<file path="src/rtl/sdram_arbiter_pkg.sv">
// Shared types for the SDRAM arbiter: grant states, read-tag encoding and
// the SDRAM word-address width.
package sdram_arbiter_pkg;

  localparam int SDRAM_ADDR_W = 26;

  typedef enum logic [1:0] {
    IDLE    = 2'd0,
    GRANT_I = 2'd1,
    GRANT_D = 2'd2
  } state_t;

  localparam logic TAG_I = 1'b0;
  localparam logic TAG_D = 1'b1;

endpackage

</file>
<file path="src/rtl/sdram_tag_fifo.sv">
// Ordered FIFO of 1-bit owner tags for SDRAM reads still waiting on rdvalid.
// Pops on an empty FIFO are ignored; a push into a full FIFO is only taken with a pop.
module sdram_tag_fifo #(
  parameter int DEPTH = 4
) (
  input  logic clock,
  input  logic reset,
  input  logic push,
  input  logic pop,
  input  logic din,
  output logic dout,
  output logic full,
  output logic empty
);

  localparam int PTR_W = $clog2(DEPTH);

  logic [DEPTH-1:0] r_tags;
  logic [PTR_W-1:0] r_wrPtr;
  logic [PTR_W-1:0] r_rdPtr;
  logic [PTR_W:0]   r_count;
  logic             w_doPush;
  logic             w_doPop;

  assign empty    = (r_count == '0);
  assign full     = (r_count == (PTR_W+1)'(DEPTH));
  assign dout     = r_tags[r_rdPtr];
  assign w_doPop  = pop & ~empty;
  assign w_doPush = push & (~full | w_doPop);

  // DEPTH is a power of two, so the pointers wrap on natural overflow.
  always_ff @(posedge clock) begin
    if (reset) begin
      r_wrPtr <= '0;
      r_rdPtr <= '0;
      r_count <= '0;
    end else begin
      if (w_doPush) r_wrPtr <= r_wrPtr + 1'b1;
      if (w_doPop)  r_rdPtr <= r_rdPtr + 1'b1;
      case ({w_doPush, w_doPop})
        2'b10:   r_count <= r_count + 1'b1;
        2'b01:   r_count <= r_count - 1'b1;
        default: r_count <= r_count;
      endcase
    end
  end

  always_ff @(posedge clock) begin
    if (w_doPush) r_tags[r_wrPtr] <= din;
  end

endmodule

</file>
<file path="src/rtl/sdram_arbiter.sv">
// Round-robin arbiter sharing one SDRAM controller between I-cache and D-cache,
// routing in-order read returns back to their owner through a tag FIFO.
module sdram_arbiter
  import sdram_arbiter_pkg::*;
#(
  parameter int TAG_DEPTH = 4
) (
  input  logic                    clock,
  input  logic                    reset,
  input  logic                    icache_sdram_request,
  input  logic [SDRAM_ADDR_W-1:0] icache_sdram_addr,
  output logic                    icache_sdram_ack,
  output logic [31:0]             icache_sdram_rdata,
  output logic                    icache_sdram_rdvalid,
  input  logic                    dcache_sdram_request,
  input  logic [SDRAM_ADDR_W-1:0] dcache_sdram_addr,
  input  logic                    dcache_sdram_write,
  input  logic [3:0]              dcache_sdram_byte_enable,
  input  logic [31:0]             dcache_sdram_wdata,
  output logic                    dcache_sdram_ack,
  output logic [31:0]             dcache_sdram_rdata,
  output logic                    dcache_sdram_rdvalid,
  output logic                    sdram_request,
  output logic [SDRAM_ADDR_W-1:0] sdram_addr,
  output logic                    sdram_write,
  output logic [3:0]              sdram_byte_enable,
  output logic [31:0]             sdram_wdata,
  input  logic                    sdram_ack,
  input  logic [31:0]             sdram_rdata,
  input  logic                    sdram_rdvalid,
  output logic                    arb_error
);

  state_t r_state;
  state_t w_nextState;
  logic   r_lastGrant;
  logic   r_arbError;

  logic                    w_fifoFull;
  logic                    w_fifoEmpty;
  logic                    w_fifoHead;
  logic                    w_push;
  logic                    w_pushTag;
  logic                    w_iEligible;
  logic                    w_dEligible;
  logic                    w_req;
  logic [SDRAM_ADDR_W-1:0] w_addr;
  logic                    w_write;
  logic [3:0]              w_byteEnable;
  logic [31:0]             w_wdata;
  logic                    w_ackI;
  logic                    w_ackD;
  logic                    w_rdvalidI;
  logic                    w_rdvalidD;

  // A read needs a free tag slot; a write never returns data so it always may go.
  assign w_iEligible = icache_sdram_request & ~w_fifoFull;
  assign w_dEligible = dcache_sdram_request & (dcache_sdram_write | ~w_fifoFull);

  always_ff @(posedge clock) begin
    if (reset) begin
      r_state     <= IDLE;
      r_lastGrant <= TAG_D;
      r_arbError  <= 1'b0;
    end else begin
      r_state <= w_nextState;
      if (r_state == GRANT_I && sdram_ack) r_lastGrant <= TAG_I;
      else if (r_state == GRANT_D && sdram_ack) r_lastGrant <= TAG_D;
      if ((r_state == IDLE && sdram_ack) || (sdram_rdvalid && w_fifoEmpty))
        r_arbError <= 1'b1;
    end
  end

  always_comb begin
    w_nextState  = r_state;
    w_req        = 1'b0;
    w_addr       = '0;
    w_write      = 1'b0;
    w_byteEnable = 4'h0;
    w_wdata      = '0;
    w_ackI       = 1'b0;
    w_ackD       = 1'b0;
    w_push       = 1'b0;
    w_pushTag    = TAG_I;
    case (r_state)
      IDLE: begin
        if (w_iEligible && w_dEligible)
          w_nextState = (r_lastGrant == TAG_D) ? GRANT_I : GRANT_D;
        else if (w_iEligible)
          w_nextState = GRANT_I;
        else if (w_dEligible)
          w_nextState = GRANT_D;
      end
      GRANT_I: begin
        w_req        = 1'b1;
        w_addr       = icache_sdram_addr;
        w_byteEnable = 4'hF;
        w_ackI       = sdram_ack;
        w_push       = sdram_ack;
        w_pushTag    = TAG_I;
        if (sdram_ack) w_nextState = IDLE;
      end
      GRANT_D: begin
        w_req        = 1'b1;
        w_addr       = dcache_sdram_addr;
        w_write      = dcache_sdram_write;
        w_byteEnable = dcache_sdram_byte_enable;
        w_wdata      = dcache_sdram_wdata;
        w_ackD       = sdram_ack;
        w_push       = sdram_ack & ~dcache_sdram_write;
        w_pushTag    = TAG_D;
        if (sdram_ack) w_nextState = IDLE;
      end
      default: w_nextState = IDLE;
    endcase
  end

  sdram_tag_fifo #(.DEPTH(TAG_DEPTH)) u_tagFifo (
    .clock (clock),
    .reset (reset),
    .push  (w_push),
    .pop   (sdram_rdvalid),
    .din   (w_pushTag),
    .dout  (w_fifoHead),
    .full  (w_fifoFull),
    .empty (w_fifoEmpty)
  );

  assign w_rdvalidI = sdram_rdvalid & ~w_fifoEmpty & (w_fifoHead == TAG_I);
  assign w_rdvalidD = sdram_rdvalid & ~w_fifoEmpty & (w_fifoHead == TAG_D);

  // Every output is forced low for as long as reset is held.
  assign sdram_request        = reset ? 1'b0 : w_req;
  assign sdram_addr           = reset ? '0   : w_addr;
  assign sdram_write          = reset ? 1'b0 : w_write;
  assign sdram_byte_enable    = reset ? 4'h0 : w_byteEnable;
  assign sdram_wdata          = reset ? '0   : w_wdata;
  assign icache_sdram_ack     = reset ? 1'b0 : w_ackI;
  assign dcache_sdram_ack     = reset ? 1'b0 : w_ackD;
  assign icache_sdram_rdvalid = reset ? 1'b0 : w_rdvalidI;
  assign dcache_sdram_rdvalid = reset ? 1'b0 : w_rdvalidD;
  assign icache_sdram_rdata   = reset ? '0   : sdram_rdata;
  assign dcache_sdram_rdata   = reset ? '0   : sdram_rdata;
  assign arb_error            = r_arbError & ~reset;

endmodule

</file>
<file path="config.mk">
export PLATFORM = sky130hd
export DESIGN_NAME = sdram_arbiter
export DESIGN_NICKNAME = d
export VERILOG_FILES = /design/src/rtl/sdram_arbiter_pkg.sv /design/src/rtl/sdram_tag_fifo.sv /design/src/rtl/sdram_arbiter.sv
export SDC_FILE = /design/constraint.sdc
export NUM_CORES = 1
export LEC_CHECK = 0
export CORE_AREA = 4 4 98 100
export CTS_CLUSTER_SIZE = 30
export DETAILED_ROUTE_END_ITERATION = 10
export DIE_AREA = 0 0 102 104
export PLACE_DENSITY_LB_ADDON = 0.05
export SLEW_MARGIN = 10
export SYNTH_ARGS = -nofsm -noshare
export SYNTH_HDL_FRONTEND = slang
export SYNTH_SLANG_ARGS = --single-unit
</file>
<file path="constraint.sdc">
create_clock -name clock -period 7.3 [get_ports clock]
set_input_delay 1.825 -clock clock [delete_from_list [all_inputs] [get_ports clock]]
set_output_delay 1.825 -clock clock [all_outputs]
set_load 0.02 [all_outputs]
</file>
==> metrics <==
outcome completed; post-synthesis instance area 0.00191 mm²; Register Area 340 µm²; Synthesized Nets 400; core footprint 0.00868 mm²; CTS sink cnt 15; mux contribution to synthesized area 0.0275; internal power 0.303 mW; Inserted Clock Buffers 3; worst setup path endpoint sdram_addr[8]; Synth Register Bits 15; clock insertion delay at the later pin of the skew report 240 ps; worst-path maximum fanout 50; final cycle utilization of the critical path 0.727; FF-to-FF End u_tagFifo.r_count[2]; met1 Usage GRT 0.147; WP buf/inv 4; setup_tns 0 ps; DR WL/cell 14.1 µm; largest family of logic cells by synthesized area simple AND/OR/NAND/NOR gates; CP arrival 3480 ps; first-pass GRT wire length 12800 µm; Site Rows 34; Async S/R FF share, synth 0; Max transition margin 0.652; sequential element share of the synthesized area 0.178; leakage power 1.60 nW; hold_ws 496 ps; RR Startpoint r_state[0]; adder and majority cell fraction of the synthesized area 0.0627; Total GRT Usage 0.149; Setup crit end kind primary output; Clk pwr share 0.137; GRT overflow 0; Critical Path, Cell by Cell buf_2 > buf_4 > nand2b_1 > buf_4 > nor2_1 > clkdlybuf4s50_1; IO buf count 259; DR iter-0 viols 65; RSZ-0062 raised after global routing false; share of power burned in registers 0.203; total power 0.487 mW; Ports 260; DR pass1 iterations 4; routed via count 2500; fillers 845; switching portion of total power 0.379; post-route ant nets 0; delay-heaviest family, CP buffers and inverters; dpl cells 587; syn_area_per_cell 7.25 µm²; pre-CTS setup slack 1980 ps; largest net degree at the start of global routing 51; Die Area 0.0106 mm²; clock root buffer clkbuf_8; Worst path depth 6; Hold-fix buffers, CTS 0; met3 usage 0.0476; design area 0.00442 mm²; multi-input logic area 0.00122 mm²; final slew viol count 0; clock transition at the registers of the reported paths 60 ps; cell mode on critical path buf_4; Setup CP Type in2out; reg2reg path depth 11; Final min period 5310 ps; CP max stage delay 580 ps; yosys warns 0; crit path max-delay cell type clkdlybuf4s50_1; number of global-route vias before repair 2545; Die H 104 µm; combinational share of power 0.660; Mapped Cells 264; Worst Setup Start Kind input pin; Worst Max-Slew Pin Slew 522 ps; final number of setup-violating endpoints 0; final non-filler cell total 591; antenna violations before repair 0; xor/xnor cell area share of the yosys netlist 0.0229; Data required, critical path 5480 ps; number of flops mapped to enable cells by yosys 4; H-tree depth 1; HPWL Detailed 7080 µm; worst vdd ir 0.0531 mV; Fmax achieved 188 MHz; Util after Layout 0.509; Die X 102 µm; RePlAce Congestion 0.731; met2 usage 0.295; Starting Density 0.221; Post-CTS Setup Bufs 0; vias per cell 4.23; Placed Area 0.00437 mm²; Net Switching 0.185 mW; synth unique cells 31; maxcap violations 0; fin worst setup slack 1990 ps; Top Usage Layer GRT met2; Synth Area in Compound Gates 0.155; post-CTS resize count 0; DRC 0; Post-Synth Simple-Gate Area 0.370; PwrDens 110 mW/mm²; Crit. Startpoint reset; final WL 8350 µm; nets 620; share of cells above drive strength 1 0.0290; Setup Skew 3.23 ps; CTS tree built; Top FF cell, synth dfxtp_1; diode count 0; Worst Hold Class reg2reg; worst-case clock buffer depth 2; final hold vios 0; Worst R2R Setup Slack 4640 ps; Area growth, synth to finish 131%
[final cells by class]
type | count | area share
clock buffer | 3 | 0.00935
clock inverter | 1 | 0.00113
inverter | 13 | 0.0110
multi-input combinational | 187 | 0.276
sequential | 15 | 0.0771
tap | 108 | 0.0306
timing repair buffer | 264 | 0.594
[placed cells by master, fill, tap and decap left out, types with 2 or more instances in the layout]
master           instances
a21oi_1                  6
dfxtp_1                 11
nand2b_1                 5
clkdlybuf4s50_1        258
a21o_1                   2
nor2b_1                 36
ha_1                     8
nand2_1                  4
buf_4                    5
edfxtp_1                 4
clkbuf_8                 3
and2_1                  39
xor2_1                   3
nor3_1                   2
a22oi_1                 26
mux2i_1                  3
nor2_1                  39
inv_1                   13
xnor2_1                  2
[synthesized netlist by cell type, types with 2 or more instances]
cell type | number | area, µm²
buf_4 | 32 | 240
nor3_1 | 2 | 10.0
mux2i_1 | 3 | 30.0
nor2b_1 | 36 | 225
xnor2_1 | 2 | 17.5
edfxtp_1 | 4 | 120
nand2b_1 | 5 | 31.3
and2_1 | 39 | 244
a21o_1 | 2 | 15.0
inv_1 | 13 | 48.8
a21oi_1 | 6 | 30.0
a22oi_1 | 26 | 195
ha_1 | 8 | 100
clkbuf_1 | 16 | 60.1
xor2_1 | 3 | 26.3
nand2_1 | 4 | 15.0
dfxtp_1 | 11 | 220
nor2_1 | 39 | 146
[state kept, by name, indices dropped and copies added, names as in the netlist]
register,flops
u_tagFifo.r_rdPtr,2
u_tagFifo.r_count,3
r_arbError,1
r_lastGrant,1
u_tagFifo.r_wrPtr,2
u_tagFifo.r_tags,4
r_state,2
[layer usage]
| layer | vias up | wire length [µm] | share of wire |
|---|---|---|---|
| li1 | 1263 | - | - |
| met1 | 1116 | 2660 | 0.32 |
| met2 | 115 | 4720 | 0.57 |
| met3 | 6 | 864 | 0.10 |
| met4 | 0 | 99 | 0.012 |
| met5 | - | 0 | 0 |
[worst min path at each step]
stage,start,slack (ps),to,depth (start not counted)
final,r_arbError,500,r_arbError,2
after global routing,r_arbError,530,r_arbError,2
after CTS,r_state[0],510,r_state[0],2
after detailed placement,r_arbError,490,r_arbError,2
after global placement,r_arbError,480,r_arbError,2
after floorplan,r_arbError,440,r_arbError,2
[power by group through the flow]
stage	logic [mW]	registers, mW	clock network, mW
after floorplan	0.171	0.0992	0
after global placement	0.325	0.100	0
after CTS	0.327	0.0989	0.0698
final	0.322	0.0987	0.0670
after detailed placement	0.325	0.101	0
after global routing	0.348	0.0998	0.0739
[cells by family after synthesis]
family | count (synthesis)
AOI/OAI and AO/OA | 39
xor gates and xnor gates | 5
adders and majority gates | 9
buffers and inverters | 62
DFF | 15
muxes | 4
and+or+nand+nor | 130
[worst register-to-register path, delay by kind of cell, from the launching register on]
kind	cells	cell delay (ps)
adder cells (fa/ha/maj)	3	920
AND/OR/NAND/NOR	2	520
AO/OA/AOI/OAI	2	430
flip-flops	1	350
buffers and inverters	3	200
XOR/XNOR	1	160
(Power assumes the default switching activity.)
